File: config.mk
export PLATFORM = sky130hd
export DESIGN_NAME = decode_stage
export DESIGN_NICKNAME = d
export VERILOG_FILES = /design/src/rtl/inst_set_pkg.sv /design/src/rtl/bypass_mux.sv /design/src/rtl/decode_stage.sv
export SDC_FILE = /design/constraint.sdc
export NUM_CORES = 1
export LEC_CHECK = 0
export CELL_PAD_IN_SITES_DETAIL_PLACEMENT = 0
export CELL_PAD_IN_SITES_GLOBAL_PLACEMENT = 1
export CORE_ASPECT_RATIO = 0.9
export CORE_MARGIN = 3
export CORE_UTILIZATION = 29
export DETAILED_ROUTE_END_ITERATION = 6
export HOLD_SLACK_MARGIN = 0.05
export PLACE_DENSITY_LB_ADDON = 0.1
export SLEW_MARGIN = 15
export SYNTH_ARGS = -nofsm -noshare
export SYNTH_HDL_FRONTEND = slang
export SYNTH_SLANG_ARGS = --single-unit
File: constraint.sdc
create_clock -name clk -period 2.91 [get_ports clk]
set_input_delay 0.582 -clock clk [delete_from_list [all_inputs] [get_ports clk]]
set_output_delay 0.582 -clock clk [all_outputs]
set_load 0.03 [all_outputs]
File: src/rtl/inst_set_pkg.sv
// ============================================================================
// inst_set_pkg : opcode map, instruction field positions and opcode classifiers
// Rev 1.0
// ============================================================================
`default_nettype none

package inst_set_pkg;

    localparam int OP_HI  = 31;
    localparam int OP_LO  = 26;
    localparam int SUB_HI = 29;
    localparam int SUB_LO = 26;
    localparam int RD_HI  = 25;
    localparam int RD_LO  = 21;
    localparam int RS_HI  = 20;
    localparam int RS_LO  = 16;
    localparam int RT_HI  = 15;
    localparam int RT_LO  = 11;
    localparam int IMM_HI = 15;
    localparam int IMM_LO = 0;
    localparam int FBIT   = 30;

    // Bit 30 selects the float file; a zero sub-field [29:26] marks rd as a source.
    typedef enum logic [5:0] {
        OP_SW   = 6'h00,
        OP_ADD  = 6'h01,
        OP_SUB  = 6'h02,
        OP_BEQ  = 6'h04,
        OP_BNE  = 6'h05,
        OP_BLT  = 6'h06,
        OP_LW   = 6'h08,
        OP_FLW  = 6'h10,
        OP_FADD = 6'h11,
        OP_FMUL = 6'h13
    } opcode_e;

    function automatic logic is_branch_op(input logic [5:0] op);
        return (op == OP_BEQ) || (op == OP_BNE) || (op == OP_BLT);
    endfunction

    function automatic logic is_load_op(input logic [5:0] op);
        return (op == OP_LW) || (op == OP_FLW);
    endfunction

endpackage

`default_nettype wire

File: src/rtl/bypass_mux.sv
// ============================================================================
// bypass_mux : picks the youngest matching bypass write, else the default data
// Rev 1.0
// ============================================================================
`default_nettype none

module bypass_mux #(
    parameter int NUM_BYPASS = 2,
    parameter int XLEN       = 32,
    parameter int RBITS      = 5
) (
    input  logic [RBITS-1:0]           i_addr,
    input  logic                       i_fmode,
    input  logic [XLEN-1:0]            i_dflt,
    input  logic [NUM_BYPASS-1:0]      i_byp_valid,
    input  logic [NUM_BYPASS-1:0]      i_byp_fmode,
    input  logic [NUM_BYPASS*RBITS-1:0] i_byp_rd,
    input  logic [NUM_BYPASS*XLEN-1:0] i_byp_data,
    output logic [XLEN-1:0]            o_data
);

    // Scan oldest to youngest so that the lowest index overrides last.
    always_comb begin
        o_data = i_dflt;
        if (!((i_addr == '0) && !i_fmode)) begin
            for (int i = NUM_BYPASS - 1; i >= 0; i--) begin
                if (i_byp_valid[i] && (i_byp_fmode[i] == i_fmode) &&
                    (i_byp_rd[i*RBITS +: RBITS] == i_addr)) begin
                    o_data = i_byp_data[i*XLEN +: XLEN];
                end
            end
        end
    end

endmodule

`default_nettype wire

File: src/rtl/decode_stage.sv
// ============================================================================
// decode_stage : handshaked decode register with operand bypass, load-use
//                bubble insertion, flush and a saturating bubble counter
// Rev 1.0
// ============================================================================
`default_nettype none

module decode_stage
    import inst_set_pkg::*;
#(
    parameter int XLEN       = 32,
    parameter int RBITS      = 5,
    parameter int NUM_BYPASS = 2,
    parameter int CNT_W      = 32
) (
    input  logic                        clk,
    input  logic                        rstn,
    input  logic                        in_valid,
    output logic                        in_ready,
    input  logic [XLEN-1:0]             in_pc,
    input  logic [31:0]                 in_inst,
    input  logic                        flush,
    output logic [RBITS-1:0]            rf_addr1,
    output logic [RBITS-1:0]            rf_addr2,
    output logic                        rf_fmode1,
    output logic                        rf_fmode2,
    input  logic [XLEN-1:0]             rf_data1,
    input  logic [XLEN-1:0]             rf_data2,
    input  logic [NUM_BYPASS-1:0]       byp_valid,
    input  logic [NUM_BYPASS-1:0]       byp_fmode,
    input  logic [NUM_BYPASS*RBITS-1:0] byp_rd,
    input  logic [NUM_BYPASS*XLEN-1:0]  byp_data,
    output logic                        out_valid,
    input  logic                        out_ready,
    output logic [5:0]                  opecode,
    output logic [15:0]                 offset,
    output logic [XLEN-1:0]             pc_out,
    output logic [XLEN-1:0]             rs,
    output logic [XLEN-1:0]             rt,
    output logic [RBITS-1:0]            rd_no,
    output logic [RBITS-1:0]            rs_no,
    output logic [RBITS-1:0]            rt_no,
    output logic                        fmode1_reg,
    output logic                        fmode2_reg,
    output logic [CNT_W-1:0]            bubble_cnt
);

    logic [5:0]       w_op;
    logic [3:0]       w_sub;
    logic [RBITS-1:0] w_rd_field;
    logic             w_advance;
    logic             w_match;
    logic             w_hazard;
    logic             w_load;
    logic [XLEN-1:0]  w_rs_sel;
    logic [XLEN-1:0]  w_rt_sel;
    logic [XLEN-1:0]  w_rs_hold;
    logic [XLEN-1:0]  w_rt_hold;

    logic             r_out_valid;
    logic [5:0]       r_opecode;
    logic [15:0]      r_offset;
    logic [XLEN-1:0]  r_pc;
    logic [XLEN-1:0]  r_rs;
    logic [XLEN-1:0]  r_rt;
    logic [RBITS-1:0] r_rd_no;
    logic [RBITS-1:0] r_rs_no;
    logic [RBITS-1:0] r_rt_no;
    logic             r_fmode1;
    logic             r_fmode2;
    logic [CNT_W-1:0] r_bubble_cnt;

    assign w_op       = in_inst[OP_HI:OP_LO];
    assign w_sub      = in_inst[SUB_HI:SUB_LO];
    assign w_rd_field = RBITS'(in_inst[RD_HI:RD_LO]);

    assign rf_addr1  = RBITS'(in_inst[RS_HI:RS_LO]);
    assign rf_addr2  = ((w_sub == 4'd0) || is_branch_op(w_op)) ? w_rd_field
                                                                : RBITS'(in_inst[RT_HI:RT_LO]);
    assign rf_fmode1 = in_inst[FBIT] && (w_sub != 4'd0);
    assign rf_fmode2 = in_inst[FBIT];

    // A held load's destination file is carried in fmode2; integer r0 never stalls.
    assign w_advance = !r_out_valid || out_ready;
    assign w_match   = ((r_rd_no == rf_addr1) && (r_fmode2 == rf_fmode1)) ||
                       ((r_rd_no == rf_addr2) && (r_fmode2 == rf_fmode2));
    assign w_hazard  = in_valid && r_out_valid && is_load_op(r_opecode) && w_match &&
                       !((r_rd_no == '0) && !r_fmode2);
    assign in_ready  = w_advance && !w_hazard && !flush;
    assign w_load    = in_valid && in_ready;

    bypass_mux #(.NUM_BYPASS(NUM_BYPASS), .XLEN(XLEN), .RBITS(RBITS)) u_sel_rs (
        .i_addr(rf_addr1), .i_fmode(rf_fmode1), .i_dflt(rf_data1),
        .i_byp_valid(byp_valid), .i_byp_fmode(byp_fmode), .i_byp_rd(byp_rd),
        .i_byp_data(byp_data), .o_data(w_rs_sel)
    );

    bypass_mux #(.NUM_BYPASS(NUM_BYPASS), .XLEN(XLEN), .RBITS(RBITS)) u_sel_rt (
        .i_addr(rf_addr2), .i_fmode(rf_fmode2), .i_dflt(rf_data2),
        .i_byp_valid(byp_valid), .i_byp_fmode(byp_fmode), .i_byp_rd(byp_rd),
        .i_byp_data(byp_data), .o_data(w_rt_sel)
    );

    bypass_mux #(.NUM_BYPASS(NUM_BYPASS), .XLEN(XLEN), .RBITS(RBITS)) u_hold_rs (
        .i_addr(r_rs_no), .i_fmode(r_fmode1), .i_dflt(r_rs),
        .i_byp_valid(byp_valid), .i_byp_fmode(byp_fmode), .i_byp_rd(byp_rd),
        .i_byp_data(byp_data), .o_data(w_rs_hold)
    );

    bypass_mux #(.NUM_BYPASS(NUM_BYPASS), .XLEN(XLEN), .RBITS(RBITS)) u_hold_rt (
        .i_addr(r_rt_no), .i_fmode(r_fmode2), .i_dflt(r_rt),
        .i_byp_valid(byp_valid), .i_byp_fmode(byp_fmode), .i_byp_rd(byp_rd),
        .i_byp_data(byp_data), .o_data(w_rt_hold)
    );

    always_ff @(posedge clk) begin
        if (!rstn) begin
            r_out_valid  <= 1'b0;
            r_opecode    <= '0;
            r_offset     <= '0;
            r_pc         <= '0;
            r_rs         <= '0;
            r_rt         <= '0;
            r_rd_no      <= '0;
            r_rs_no      <= '0;
            r_rt_no      <= '0;
            r_fmode1     <= 1'b0;
            r_fmode2     <= 1'b0;
            r_bubble_cnt <= '0;
        end else begin
            if (flush) begin
                r_out_valid <= 1'b0;
            end else if (w_load) begin
                r_out_valid <= 1'b1;
                r_opecode   <= w_op;
                r_offset    <= in_inst[IMM_HI:IMM_LO];
                r_pc        <= in_pc;
                r_rd_no     <= w_rd_field;
                r_rs_no     <= rf_addr1;
                r_rt_no     <= rf_addr2;
                r_fmode1    <= rf_fmode1;
                r_fmode2    <= rf_fmode2;
            end else if (w_advance) begin
                r_out_valid <= 1'b0;
                if (w_hazard && (r_bubble_cnt != {CNT_W{1'b1}})) begin
                    r_bubble_cnt <= r_bubble_cnt + {{(CNT_W-1){1'b0}}, 1'b1};
                end
            end

            // Operands track in-flight writebacks while held; idle beats stay quiet.
            if (w_load && !flush) begin
                r_rs <= w_rs_sel;
                r_rt <= w_rt_sel;
            end else if (r_out_valid) begin
                r_rs <= w_rs_hold;
                r_rt <= w_rt_hold;
            end
        end
    end

    assign out_valid  = r_out_valid;
    assign opecode    = r_opecode;
    assign offset     = r_offset;
    assign pc_out     = r_pc;
    assign rs         = r_rs;
    assign rt         = r_rt;
    assign rd_no      = r_rd_no;
    assign rs_no      = r_rs_no;
    assign rt_no      = r_rt_no;
    assign fmode1_reg = r_fmode1;
    assign fmode2_reg = r_fmode2;
    assign bubble_cnt = r_bubble_cnt;

endmodule

`default_nettype wire

==> results.toml <==
[logic_synthesis]
synth_top_area_frac = 0.324
synth_seq_cells = 167
post_synth.cell_area_avg_um2 = 7.74
synth.cells.most_frequent = "262 x nand2_1, 167 x dfxtp_1, 121 x a21oi_1"
synth_top_cells_by_area = "dfxtp_1 32%, mux2i_1 11%, nand2_1 9.5%, o211ai_1 6.8%, a21oi_1 5.9%"
synth_edf_count = 0
synth_seq_area_share = 0.324
synth_top_flop_cell = "dfxtp_1"
yosys.cell_types.count = 68
async_flop_share = 0
yosysWarnings = 0
post_synth_inst_count = 1334
post_synth_net_total = 1546
synth_most_common_cell = "nand2_1"
netlist.top_cell.by_area = "dfxtp_1"
netlist_area_mm2 = 0.0103

[timing]
grt_setup_unrepaired = "true"
worst_pin_slew_ns = 0.748
timing.slew.headroom = 0.501
setup_ws_ns = 0.00428
finalSetupTns_ns = 0
fmax_mhz = 344
maxSlewViolCount = 0
finalCritPeriodShare = 0.999
clock-skew-final_ns = 0.0168
final.min_clock_period_ns = 2.91
finalHoldViolations = 0
setup-violations-final = 0

[detailed_routing]
routed_wirelength_um = 46800
drt-vias-per-instance = 5.13
drcViolationCount = 0
routed-via-count = 11600
wl_per_cell_um = 20.8
remaining_antenna_violation_count_after_routing = 0
drt-pass1-iter-count = 5
first_iter_violations = 672

[floorplanning]
io_pins = 392
num_rows = 64
die_y_um = 185
core_area_mm2 = 0.0345
die-width_um = 205
start_util = 0.299
die_area_mm2 = 0.0379

[placement]
hpwlAfterDp_um = 33500
final_replace_weighted_congestion = 0.886
post-place-ws_ns = -0.999
io_buffer_count = 391
placed_cells = 2207

[pwr]
power_switching_mw = 2.10
power_frac_seq = 0.377
power.static_leakage_nw = 6.34
internal-power_mw = 4.42
p_comb_frac = 0.257
p_sw_frac = 0.322
clock_power_share = 0.366
power_per_cell_area_mw_per_mm2 = 387
vdd.ir_drop.worst_uv = 378

[clock_network]
htreeDepth = 4
ctsHoldBuffers = 0
tritoncts = "yes"
cts_max_path_buffers = 2
worst_setup_hold_path_clk_slew_ns = 0.08
clock_tree_sinks = 167
insertion_delay_ns = 0.45
tritoncts.num_buffers = 17
ctsRootBufferMaster = "clkbuf_16"

[run]
maxCapViolations = 0

[setup_path]
cp.required_ns = 2.33
critPathKind = "in -> out"
timing.reg2reg.setup_slack_ns = 0.16
cp-start-kind = "input port"
critPathCaptureType = "output pin"
crit_path_max_fanout = 4
critPathArrivalTime_ns = 2.32

[global_route]
grt_first_pass_wirelength_um = 69300
first_global_vias = 11200
global_route.usage.total = 0.233
grt_start_max_net_pins = 64
grt_overflow_total = 0
grt_antenna_before_repair = 3

[hold_path]
min-delay-path-class = "in -> reg"

[finish]
total_of_fill_cells_in_the_finished_design = 3377
design.final.nets = 1987
ratio_of_cells_with_drive_above_1_in_the_final_layout = 0.149
fin_util = 0.488
count_of_non_filler_cells_in_the_finished_layout = 2251
syn2layout_area_growth_pct = 63.4

[run_status]
run_status = "finished clean"
metrics by stage:
| step | area [um2] | hold WS, ns | power (mW) |
|---|---|---|---|
| finish | 16900 | 0.412 | 6.52 |
| global route | 16900 | 0.419 | 6.79 |
| CTS | 16600 | 0.457 | 6.56 |
| detailed placement | 15900 | 0.446 | 4.12 |
| global placement | 15900 | 0.441 | 4.12 |
| floorplan | 10300 | 0.580 | 3.23 |
critical path, stage by stage:
cell	delay, ns
dlygate4sd2_1	0.30
nor2b_1	0.21
o41ai_2	0.37
o31ai_2	0.16
o41ai_4	0.40
a21boi_1	0.12
buf_4	0.19
metal layers:
metal,up-vias,track usage,share of wire
li1,5639,-,-
met1,5503,0.314,0.46
met2,372,0.369,0.45
met3,41,0.0705,0.081
met4,2,0.0526,0.017
met5,-,0,0.00043
final timing paths:
kind / end / depth (start not counted) / start
min reg2reg: pc_out[19] / 2 / pc_out[19]
max: in_ready / 7 / in_inst[13]
min: opecode[2] / 3 / in_inst[28]
max reg2reg: bubble_cnt[29] / 12 / rd_no[3]
timing repair:
item	4_1_cts	5_1_grt
endpoints found under the hold margin	0	0
pin swaps	14	14
resized for setup	49	45
cloned	0	4
buffers inserted	5	3
endpoints found under the setup margin	161	79
placed cells by master, fill, tap and decap left out, types with 5 or more instances in the layout:
cell	instances
nand4_1	20
nand2b_1	24
dfxtp_1	166
clkbuf_16	20
nor3_1	40
o21ai_1	6
clkdlybuf4s50_1	368
buf_4	122
nor4_1	9
nor2_1	74
nand3_1	16
o2111ai_1	5
o211a_1	6
mux2i_1	116
inv_8	5
buf_6	8
or4_1	6
o2111a_1	26
nand2_1	262
o211ai_1	93
buf_12	35
nor3_2	5
o21ai_0	31
inv_1	17
xnor2_1	35
and4_1	5
and3_1	8
a21oi_1	116
dlygate4sd2_1	6
xor2_1	30
kinds of logic (layout without fill, tap and decap cells):
group           Yosys count  in the layout  share of synthesized area
compound gates          333            333                      0.219
xor+xnor                 68             68                     0.0577
fa+ha+maj                 1              1                    0.00121
buf+inv                 149            603                     0.0634
flops                   167            167                      0.324
mux                     118            118                      0.115
other cells               0              1                          0
simple gates            498            498                      0.220
power by group through the flow:
| stage | clock network [mW] | registers, mW | logic, mW |
|---|---|---|---|
| after floorplan | 0 | 2.69 | 0.539 |
| after detailed placement | 0 | 2.51 | 1.62 |
| after global placement | 0 | 2.50 | 1.61 |
| final | 2.39 | 2.45 | 1.68 |
| after CTS | 2.46 | 2.45 | 1.65 |
| after global routing | 2.54 | 2.47 | 1.79 |
cell type report:
cell class,instances,area [um2],share of cell area
antenna,1,2.50,0.000148
clock buffer,17,425,0.0252
multi-input combinational,1018,6660,0.395
timing repair buffer,553,5620,0.334
tap,462,578,0.0343
sequential,167,3350,0.199
inverter,18,70.1,0.00416
clock inverter,15,154,0.00913
Power figures use the tool's default switching activity.
